$ cat src/rtl/nios_reset_sequencer.sv
// Boot/reset sequencer for the MAX10 Nios II system: debounces KEY[0], stretches
// every reset to a fixed hold length and multiplexes LEDR between PIO and status.
module nios_reset_sequencer #(
    parameter int unsigned DEBOUNCE_CYCLES = 1000000,
    parameter int unsigned HOLD_CYCLES     = 64
) (
    input  logic       MAX10_CLK1_50,
    input  logic       reset,
    input  logic       key_n,
    input  logic [1:0] pio_led,
    output logic       nios_reset_n,
    output logic [1:0] LEDR,
    output logic [7:0] boot_count,
    output logic       busy
);

    localparam int unsigned DW = $clog2(DEBOUNCE_CYCLES + 1);
    localparam int unsigned HW = $clog2(HOLD_CYCLES + 1);
    localparam logic [DW-1:0] DEB_LAST  = DW'(DEBOUNCE_CYCLES - 1);
    localparam logic [HW-1:0] HOLD_LAST = HW'(HOLD_CYCLES - 1);

    localparam logic [1:0] LED_HOLD    = 2'b10;
    localparam logic [1:0] LED_PRESSED = 2'b01;

    typedef enum logic [1:0] {
        S_HOLD,
        S_RUN,
        S_PRESSED
    } state_t;

    logic          r_sync1;
    logic          r_sync2;
    logic          r_key_stable;
    logic          r_key_prev;
    logic [DW-1:0] r_deb_cnt;

    state_t        r_state;
    logic [HW-1:0] r_hold_cnt;
    logic          r_nios_reset_n;
    logic          r_busy;
    logic [1:0]    r_ledr;
    logic [7:0]    r_boot_count;

    logic          w_press;
    logic          w_release;

    assign w_press   = r_key_prev & ~r_key_stable;
    assign w_release = ~r_key_prev & r_key_stable;

    // Synchronizer, debouncer and edge-detect history share one reset domain.
    always_ff @(posedge MAX10_CLK1_50) begin
        if (reset) begin
            r_sync1      <= 1'b1;
            r_sync2      <= 1'b1;
            r_key_stable <= 1'b1;
            r_key_prev   <= 1'b1;
            r_deb_cnt    <= '0;
        end else begin
            r_sync1    <= key_n;
            r_sync2    <= r_sync1;
            r_key_prev <= r_key_stable;
            if (r_sync2 == r_key_stable) begin
                r_deb_cnt <= '0;
            end else if (r_deb_cnt == DEB_LAST) begin
                r_key_stable <= r_sync2;
                r_deb_cnt    <= '0;
            end else begin
                r_deb_cnt <= r_deb_cnt + DW'(1);
            end
        end
    end

    // Outputs are assigned from the next state so they change on the transition edge.
    always_ff @(posedge MAX10_CLK1_50) begin
        if (reset) begin
            r_state        <= S_HOLD;
            r_hold_cnt     <= '0;
            r_nios_reset_n <= 1'b0;
            r_busy         <= 1'b1;
            r_ledr         <= LED_HOLD;
            r_boot_count   <= '0;
        end else begin
            case (r_state)
                S_HOLD: begin
                    if (w_press) begin
                        r_state    <= S_PRESSED;
                        r_hold_cnt <= '0;
                        r_ledr     <= LED_PRESSED;
                    end else if (r_hold_cnt == HOLD_LAST) begin
                        r_state        <= S_RUN;
                        r_hold_cnt     <= '0;
                        r_nios_reset_n <= 1'b1;
                        r_busy         <= 1'b0;
                        r_ledr         <= pio_led;
                        r_boot_count   <= r_boot_count + 8'd1;
                    end else begin
                        r_hold_cnt <= r_hold_cnt + HW'(1);
                    end
                end
                S_RUN: begin
                    if (w_press) begin
                        r_state        <= S_PRESSED;
                        r_nios_reset_n <= 1'b0;
                        r_busy         <= 1'b1;
                        r_ledr         <= LED_PRESSED;
                    end else begin
                        r_ledr <= pio_led;
                    end
                end
                S_PRESSED: begin
                    if (w_release) begin
                        r_state    <= S_HOLD;
                        r_hold_cnt <= '0;
                        r_ledr     <= LED_HOLD;
                    end
                end
                default: begin
                    r_state        <= S_HOLD;
                    r_hold_cnt     <= '0;
                    r_nios_reset_n <= 1'b0;
                    r_busy         <= 1'b1;
                    r_ledr         <= LED_HOLD;
                end
            endcase
        end
    end

    assign nios_reset_n = r_nios_reset_n;
    assign busy         = r_busy;
    assign LEDR         = r_ledr;
    assign boot_count   = r_boot_count;

endmodule

$ cat config.mk
export PLATFORM = sky130hd
export DESIGN_NAME = nios_reset_sequencer
export DESIGN_NICKNAME = d
export VERILOG_FILES = /design/src/rtl/nios_reset_sequencer.sv
export SDC_FILE = /design/constraint.sdc
export NUM_CORES = 1
export LEC_CHECK = 0
export CELL_PAD_IN_SITES_DETAIL_PLACEMENT = 0
export CELL_PAD_IN_SITES_GLOBAL_PLACEMENT = 1
export CORE_ASPECT_RATIO = 1.25
export CORE_UTILIZATION = 46
export CTS_CLUSTER_SIZE = 25
export DETAILED_ROUTE_END_ITERATION = 7
export PLACE_DENSITY = 0.91
export SYNTH_ARGS = -nofsm -noshare
export SYNTH_HDL_FRONTEND = slang
export SYNTH_SLANG_ARGS = --single-unit
export TNS_END_PERCENT = 5
$ cat constraint.sdc
create_clock -name MAX10_CLK1_50 -period 4.3 [get_ports MAX10_CLK1_50]
set_input_delay 0.86 -clock MAX10_CLK1_50 [delete_from_list [all_inputs] [get_ports MAX10_CLK1_50]]
set_output_delay 0.86 -clock MAX10_CLK1_50 [all_outputs]
set_load 0.01 [all_outputs]
### After elaboration in Yosys (flattened, before gate mapping)

Index checks and enable logic that the tools add are counted.

* register bits: 45
* input bits: 5
* output and inout port bits: 12
* word-level logic and storage cells: 62

* reductions and logical operators: 8
* add/subtract/negate cells: 3
* eq/ne operators: 10
* mux-type cells: 22
* bitwise operators: 8

Operators with widths (count)
* 7-bit two-way mux: 3
* 7-bit case mux with 3 select lines: 1
* 20-bit by 1-bit adder with 20-bit output (second input constant): 1
* 20-bit equality test (second input constant): 1
* 2-bit two-way mux: 8
* 2-bit case mux with 3 select lines: 2
* 8-bit by 1-bit adder with 8-bit output (second input constant): 1
* 2-bit != test (second input constant): 4
* 7-bit by 1-bit adder with 7-bit output (second input constant): 1
* 7-bit by 6-bit equality test with 1-bit output (second input constant): 1
* 1-bit two-way mux: 6
* 1-bit inverter: 6
* 1-bit case mux with 3 select lines: 2
* 2-bit AND reduction: 3
* 3-bit AND reduction: 2
* 4-bit AND reduction: 1
* 3-bit != test (second input constant): 1
* 3-bit OR reduction: 1
* 1-bit bitwise AND: 2
* 2-bit by 1-bit equality test with 1-bit output (second input constant): 1
* 2-bit equality test (second input constant): 1
* 2-bit zero test: 1
* 1-bit equality test: 1

### Depth between registers and ports, before layout

Gate-level depths: netlist of run 1.

* depth in word-level cells: 4
* mapped depth: 6
* depth with buffers taken out: 5

### Worst setup path before layout of run 1

No wires, ideal clock.

* path kind: register to register
* from: register r_deb_cnt[9]
* to: register r_deb_cnt[17]
* path buffers: 1
* arrival time: 1721 ps
* cell stages (with the launch flop): 6
* path slack: 2508 ps
* library setup time: 71 ps
* period minus slack after synthesis: 1792 ps
* required time: 4229 ps
* path through: dfxtp_1 nand4_1 or4_1 buf_2 or4_1 a21oi_1

* word-level cells in the longest chain between the ends: 2
* elaborated cells between the ends (all ways): 3
* classes of those cells: add/sub: 1; eq/ne: 1; reduce/logical: 1

RTL lines
* from (decl): line 35 `logic [DW-1:0] r_deb_cnt;`
* from (signal assigned): line 68 `r_deb_cnt <= r_deb_cnt + DW'(1);`
* parallel branches: the longest is 2 deep, another holds 20-bit by 1-bit adder with 20-bit output

Parallel ways; which one is timed is not known.
A chain may end at the register's enable or synchronous reset.

==> out/summary.md, run 1 <==
The run finished with clean final reports. The power share of the combinational group is 2.2%. Max-cap violations in this run came to 0.

Relative to the synthesized area, the layout overhead comes to 16.1%. Across every metal layer, demand over resource in global routing totals 18.3%. The number of port buffers was 16.

For the final count of negative-setup-slack endpoints, the log shows 0. The number of gates resized after cts was 0; the fraction of the cycle the final worst path needs was 51.1%. In this run, synthesis produced a sequential element count of 45. The run gives 235 as the number of instances in the synthesized netlist. The cell accounting for the most synthesized area is dfxtp_1. In the routed design, unresolved DRC markers number 0. The share of final-layout standard cells stronger than drive strength 1 came out at 7.14%.

The path class of the tightest hold or removal check is reg -> reg. Top flip-flop cell by instance count after synthesis: dfxtp_1. The total count of max-transition violations in the final report came out at 0.

The share of the synthesized netlist area taken by xor and xnor gates was 7.77%; the count of vias placed by the detailed router was 1683. For this run, the top clock speed supported by timing is 455 MHz. The number of antenna diodes in the final layout is 0. The run gives 2700 µm as the final HPWL from detailed placement. The data required time of the worst path is 4.49 ns, and the count of flip-flops with a built-in enable after synthesis is 0. The data arrival time at the worst-slack endpoint is 2.39 ns, and the cell row count is 26. The number of top-level pins was 17; the pre-CTS setup slack was 1.77 ns.

Setup repair after global routing left no endpoint under its margin. The global-route wire length before repair came out at 6730 µm. At the end of the flow, the number of nets in the layout was 259. The share of the Yosys chip area taken by registers is 44.4%. Including well taps, the total number of placed cells is 300. In this run switching power makes up 20.0% of total power. The tools report the sort of element at the start of the critical path as an input port. For the number of antenna violations at the first check in global routing, the log shows 0.

The post-detailed-route wirelength per cell was 12.3 µm; the residual overflow from global routing was 0. The overall power of the completed layout was 0.772 mW. By count the netlist is led by dfxtp_1 (45), nor2_1 (25), a21oi_1 (15), xnor2_1 (15), nand2_1 (14). In this run the power density over the cells is 328 nW/µm². The finished layout holds 308 standard cells, fillers aside. Across the VDD grid, the largest voltage drop is 242 µV. The tree is rooted in a clkbuf_8. The starting utilization of the core area was 48.7%. The cell with the most instances after synthesis is dfxtp_1.

The count of nets left with antenna violations once routing finished came out at 0. The worst setup path is of the in -> reg kind. The count of hold buffers inserted by post-cts repair is 0.

The largest stage delay on the critical path was 0.71 ns. The number of failing hold endpoints at the final stage is 0. In the post-synthesis netlist, the biggest area contributors are dfxtp_1 (44%), xnor2_1 (6.5%), nor2_1 (4.6%). The tools report the via count of the first global-routing pass as 1546. The mapped netlist covers 2030 µm². In this run the power spent charging and discharging nets is 0.155 mW.

The clock transition time at the flip-flop clock pins of the worst setup and hold paths is 0.09 ns. The tools report the number of DRC markers in iteration 0 as 80. A synthesized cell averages 8.64 µm². TritonCTS built the clock tree. Fraction of the mapped netlist area in compound gates: 13.3%. Of all flip-flops after synthesis, the portion carrying an async set or reset was 0%.

The post-synthesis share of cell area spent on full adders, half adders and majority gates was 1.85%; the part of the total power dissipated in sequential elements was 54.7%. Fill cells in the final layout number 439. The number of H-tree branching levels was 2; the height of the die was 76.3 µm. After clock tree synthesis, the setup repair step added 0 buffers.

Along the worst path, the maximum fanout reaches 17. By area, the combinational part of the netlist is dominated by simple AND/OR/NAND/NOR gates. The simple-gate share of the synthesized area is 28.6%, and the worst-case headroom to the max-slew limit is 49.4%.

Worst slack on hold paths: 0.407 ns. The run gives 0.29 ns as the worst-skew pair later-pin latency. In the routed layout, each cell is associated on average with a via count of 5.46. The tools report the post-route worst setup slack as 2.10 ns. The number of warnings reported in the yosys synthesis log was 0; the top cell type's share of synthesized area was 44.4%. In the final layout, flip-flops and latches occupy 901 µm². The internal power of the cells totals 0.617 mW. For the final estimated routing congestion in global placement, the log shows 0.799. STA classifies the critical path endpoint as a register.

The run gives 0.734 nW as the cell leakage power. The slowest stage of the critical path is the clkdlybuf4s50_1 cell. Yosys mapped the design onto 41 distinct sky130hd cell types. The run gives 5 as the CTS buffer count. Entering global routing, the biggest net connects 21 pins.

The number of optimization iterations in the first detailed-route pass is 4. Clock tree synthesis found a total of 45 sinks. Traced cell by cell, the critical path runs through clkdlybuf4s50_1 -> buf_4 -> nor2_1 -> o21a_1 -> a221o_1. The run gives 0.00835 ns as the largest clock skew in the final design. The multi-input combinational cells in the finished layout cover a total of 1070 µm².

The die covers 4680 µm². Multiplexer cells account for 1.05% of the synthesized area. The width of the die is 61.4 µm, and the relative contribution of the clock network to total power is 43.0%. For the finished layout, the period the worst path requires is 2.20 ns.

The routed design has 3790 µm of wire. The accumulated negative setup slack is 0 ns, and the synthesized net count is 243. At the pin with the least slew margin, the transition time is 0.753 ns.

The longest clock path from root to sink contains 2 buffers. The region available for standard cell placement spans 4160 µm².
[cells in the final DEF (no fill, tap or decap), types with 5 or more instances in the layout]
| cell type | instances |
|---|---|
| a21oi_1 | 15 |
| clkbuf_8 | 6 |
| clkdlybuf4s50_1 | 16 |
| dfxtp_1 | 45 |
| inv_1 | 7 |
| nand2_1 | 14 |
| nand3_1 | 12 |
| nor2_1 | 25 |
| nor3_1 | 13 |
| nor4_1 | 5 |
| o21ai_0 | 6 |
| o31ai_1 | 8 |
| or2_2 | 6 |
| or3_1 | 5 |
| or4_1 | 8 |
| xnor2_1 | 15 |
[layer usage]
layer	GRT usage, %	vias up	wire length (µm)
li1	-	881	-
met1	22.0	784	1720
met2	31.8	16	1960
met3	4.24	2	92
met4	4.22	0	13
met5	0	-	0
[kinds of logic (layout without fill, tap and decap cells)]
logic type,count (synthesis),in the layout
compound gates,42,42
xor+xnor,18,18
fa+ha+maj,3,3
buf+inv,16,33
flops,45,45
mux,2,2
simple gates,109,109
[layout make-up]
type                       instances  share of cell area [%]
multi-input combinational        174                    45.2
tap                               56                    2.97
inverter                           8                    1.33
clock inverter                     2                    1.59
sequential                        45                    38.2
timing repair buffer              17                    7.12
clock buffer                       6                    3.51
[worst paths after layout]
kind	from	endpoint	slack, ns	depth (start not counted)
worst max-delay path	reset	LEDR[0]$_SDFFE_PP0P_	2.10	5
worst min-delay path	r_sync1$_SDFF_PP1_	r_sync2$_SDFF_PP1_	0.41	1
worst max register to register	r_deb_cnt[0]$_SDFF_PP0_	r_deb_cnt[2]$_SDFF_PP0_	2.11	5
worst min register to register	r_sync1$_SDFF_PP1_	r_sync2$_SDFF_PP1_	0.41	1
[worst max-delay path: cells and delay by family]
kind / cells / cell delay [ns]
buffers and inverters: 2 / 1.00
AO/OA/AOI/OAI: 2 / 0.46
AND/OR/NAND/NOR: 1 / 0.06
[power by group through the flow]
stage | registers, mW | clock network (mW) | logic [mW]
4_1_cts | 0.423 | 0.343 | 0.0174
3_5_place_dp | 0.433 | 0 | 0.0172
5_1_grt | 0.423 | 0.356 | 0.0193
2_1_floorplan | 0.432 | 0 | 0.0113
6_report | 0.423 | 0.332 | 0.0170
3_3_place_gp | 0.432 | 0 | 0.0173
[registers in the layout, summed over array words and instances, names as in the netlist]
| register | flops |
|---|---|
| r_key_stable | 1 |
| busy | 1 |
| r_hold_cnt | 7 |
| LEDR | 2 |
| r_key_prev | 1 |
| r_state | 2 |
| r_deb_cnt | 20 |
| nios_reset_n | 1 |
| r_sync1 | 1 |
| r_sync2 | 1 |
| boot_count | 8 |
[metrics by stage]
step	area, µm²	util (%)
2_1_floorplan	2030	-
3_3_place_gp	2240	53.7
3_5_place_dp	2240	53.7
4_1_cts	2360	56.6
5_1_grt	2360	56.6
6_report	2360	56.6
(Power assumes the default switching activity.)
==> run 2, diff against run 1 <==
--- a/config.mk
+++ b/config.mk
@@ -8,10 +8,10 @@
 export CELL_PAD_IN_SITES_DETAIL_PLACEMENT = 0
 export CELL_PAD_IN_SITES_GLOBAL_PLACEMENT = 1
 export CORE_ASPECT_RATIO = 1.25
-export CORE_UTILIZATION = 46
+export CORE_UTILIZATION = 39
 export CTS_CLUSTER_SIZE = 25
 export DETAILED_ROUTE_END_ITERATION = 7
-export PLACE_DENSITY = 0.91
+export PLACE_DENSITY = 0.83
 export SYNTH_ARGS = -nofsm -noshare
 export SYNTH_HDL_FRONTEND = slang
 export SYNTH_SLANG_ARGS = --single-unit
==> constraint.sdc (replaced) <==
create_clock -name MAX10_CLK1_50 -period 1.87 [get_ports MAX10_CLK1_50]
set_input_delay 0.374 -clock MAX10_CLK1_50 [delete_from_list [all_inputs] [get_ports MAX10_CLK1_50]]
set_output_delay 0.374 -clock MAX10_CLK1_50 [all_outputs]
set_load 0.01 [all_outputs]
==> out/summary.md, run 2 (same netlist as run 1, synthesis figures left out) <==
The pin count of the biggest net entering global routing is 21 (unchanged). The run gives 0 (unchanged) as the number of maximum-capacitance violations. The worst setup path is of the reg -> reg kind. From synthesis to final layout, the design area changed by 28.9%. The number of failing hold endpoints at the final stage was 0 (unchanged). The cell area reported after detailed placement came out at 2450 µm² (+9.6%). The run gives 2.11 ns (-2.38 ns) as the data required time of the worst path. The logs give 1811 (+7.6%) for the count of vias placed by the detailed router and 2620 µm² (+11%) for the post-route cell area. In this run the critical register-to-register path is launched from r_deb_cnt[9]$_SDFF_PP0_. The worst IR drop on VDD was 503 µV (+110%); the mean number of vias per cell was 5.30 (-3.1%).

Setup repair after global routing left no endpoint under its margin. Height of the die: 82.7 µm (+8.4%). The floorplan core area was 5040 µm² (+21%); the number of antenna violations at the first check in global routing was 0 (unchanged). The data arrival time at the worst-slack endpoint is 1.99 ns (-0.40 ns). Clock sink count: 45 (unchanged). Ratio of total power to cell area: 675 nW/µm² (+110%).

The path type of the worst min-delay path is reg -> reg. The total count of max-transition violations in the final report was 0 (unchanged); the depth of the worst register-to-register path was 4 (-1). The tools report the minimum setup slack among reg-to-reg paths as 0.11 ns (-2.00 ns).

The number of optimization iterations in the first detailed-route pass was 4 (unchanged). The post-detailed-route wirelength per cell was 12.0 µm (-2.4%). The flow ran to the end, and the final reports show no timing, DRC or antenna violations. CTS buffer count: 5 (unchanged). For the final count of negative-setup-slack endpoints, the log shows 0 (unchanged). The share of final-layout standard cells stronger than drive strength 1 is 18.6% (+11 points), and the antenna diode count is 0 (unchanged). For the maximum clock path buffer count, the log shows 2 (unchanged). The clock transition time at the flip-flop clock pins of the worst setup and hold paths was 0.08 ns (about the same).

The number of H-tree branching levels came out at 2 (unchanged). Register bank with the most flops: r_deb_cnt. The final HPWL from detailed placement is 3010 µm (+11%), and the worst-case headroom to the max-slew limit is 75.6% (+26 points). The end-of-flow core utilization was 51.9% (-4.7 points); the maximum clock rate was 569 MHz. The largest clock skew in the final design came out at 0.00511 ns (-0.00324 ns). The sort of element at the start of the critical path was a register. The number of top-level pins is 17 (unchanged). TritonCTS built the clock tree. The width of the die was 66.5 µm (+8.3%).

The startpoint identified for the worst hold timing path is r_sync1$_SDFF_PP1_. STA classifies the critical path endpoint as a register. After layout, the minimum clock period comes to 1.76 ns. The worst hold path terminates at r_sync2$_SDFF_PP1_. The final wirelength was 4110 µm (+8.4%).

The global-route wire length before repair is 6840 µm (+1.6%). The tools report the remaining antenna violation count after routing as 0 (unchanged). The residual overflow from global routing came out at 0 (unchanged). The total routing usage reported by global routing came out at 16.4% (-1.8 points). The library cells used most frequently in the layout, excluding fill and tap cells, are dfxtp_1 (43), buf_4 (27), nor2_1 (25).

The starting utilization of the core area was 40.2% (-8.5 points). The final estimated routing congestion in global placement came out at 0.772 (-3.3%). The transition time at the pin with the least slew margin works out to 0.362 ns (-0.390 ns). For the worst-skew pair later-pin latency, the log shows 0.29 ns (about the same).

The via count of the first global-routing pass came out at 1610 (+4.1%). Capturing point of the worst reg2reg path: r_deb_cnt[17]$_SDFF_PP0_. The logs give 0 (unchanged) for the count of unresolved DRC violations after routing and 29 (+12%) for the cell row count. Number of port buffers: 16 (unchanged). For the cell leakage power, the log shows 0.908 nW (+24%). CTS placed an instance of clkbuf_8 at the clock tree root. The number of cells on the worst hold path came out at 1 (unchanged). The origin of the worst setup path is r_deb_cnt[9]$_SDFF_PP0_. The number of DRC markers in iteration 0 came out at 88 (+10%).

The worst-path maximum fanout is 6 (-11). The library cell used most frequently in the layout, excluding fill and tap cells, is dfxtp_1. Fraction of the cycle the final worst path needs: 94.0%. The flip-flop count of the largest register after layout came out at 20 (unchanged). The tools report the number of fill cells as 484 (+10%). The run gives 287 (+11%) as the final net count.

The tools report the area enclosed by the die boundary as 5500 µm² (+17%).
[run 2: worst max-delay path, stage by stage (launching register included)]
cell and delay [ns]:
dfxtp_1 0.34, nand4_1 0.14, or4_4 0.57, or4_1 0.51, a21oi_2 0.14
[run 2: through the flow]
step / TNS, ns / worst slack, ns / hold WS [ns] / std cells / total power, mW
finish: 0 / 0.113 / 0.411 / 342 / 1.77
global route: 0 / 0.0150 / 0.427 / 342 / 1.84
CTS: 0 / 0.0356 / 0.412 / 340 / 1.79
detailed placement: -0.0241 / -0.0202 / 0.393 / 332 / 1.04
global placement: 0 / 0.0284 / 0.393 / 332 / 1.04
floorplan: 0 / 0.0783 / 0.389 / 235 / 1.02
[run 2: power breakdown]
part	internal, mW	total, mW	switching [mW]
clock network	0.435	0.747	0.311
registers	0.966	0.972	0.00567
logic	0.0246	0.0476	0.0230
[run 2: worst max path at each step]
| stage | cells after the start | end | slack, ns |
|---|---|---|---|
| floorplan | 5 | r_deb_cnt[17]$_SDFF_PP0_ | 0.08 |
| global placement | 6 | r_key_stable$_SDFFE_PP1P_ | 0.03 |
| detailed placement | 6 | r_key_stable$_SDFFE_PP1P_ | -0.02 |
| CTS | 6 | r_key_stable$_SDFFE_PP1P_ | 0.04 |
| global route | 5 | r_deb_cnt[15]$_SDFF_PP0_ | 0.02 |
| finish | 4 | r_deb_cnt[17]$_SDFF_PP0_ | 0.11 |
[run 2: timing repair]
action                                 4_1_cts  5_1_grt
pin swaps                                    0        2
gates resized for setup                      3        5
hold buffers                                 0        0
setup buffers                                0        2
setup endpoints to repair                    6        6
endpoints found under the hold margin        0        0
[run 2: layer usage]
layer  vias to the layer above  share of wire [%]  GRT usage, %
li1                        931                  -             -
met1                       850                 43          17.3
met2                        23                 53          30.8
met3                         7                2.1          3.85
met4                         0                2.1          7.23
met5                         -                  0             0
[run 2: layout make-up]
type | instances | area (µm²) | area share [%]
repair buffers | 45 | 388 | 14.8
clock inverters | 1 | 30.0 | 1.15
inverters | 8 | 31.3 | 1.20
clock buffers | 7 | 86.3 | 3.30
flip-flops and latches | 45 | 903 | 34.5
well taps | 62 | 77.6 | 2.97
multi-input cells | 174 | 1100 | 42.0
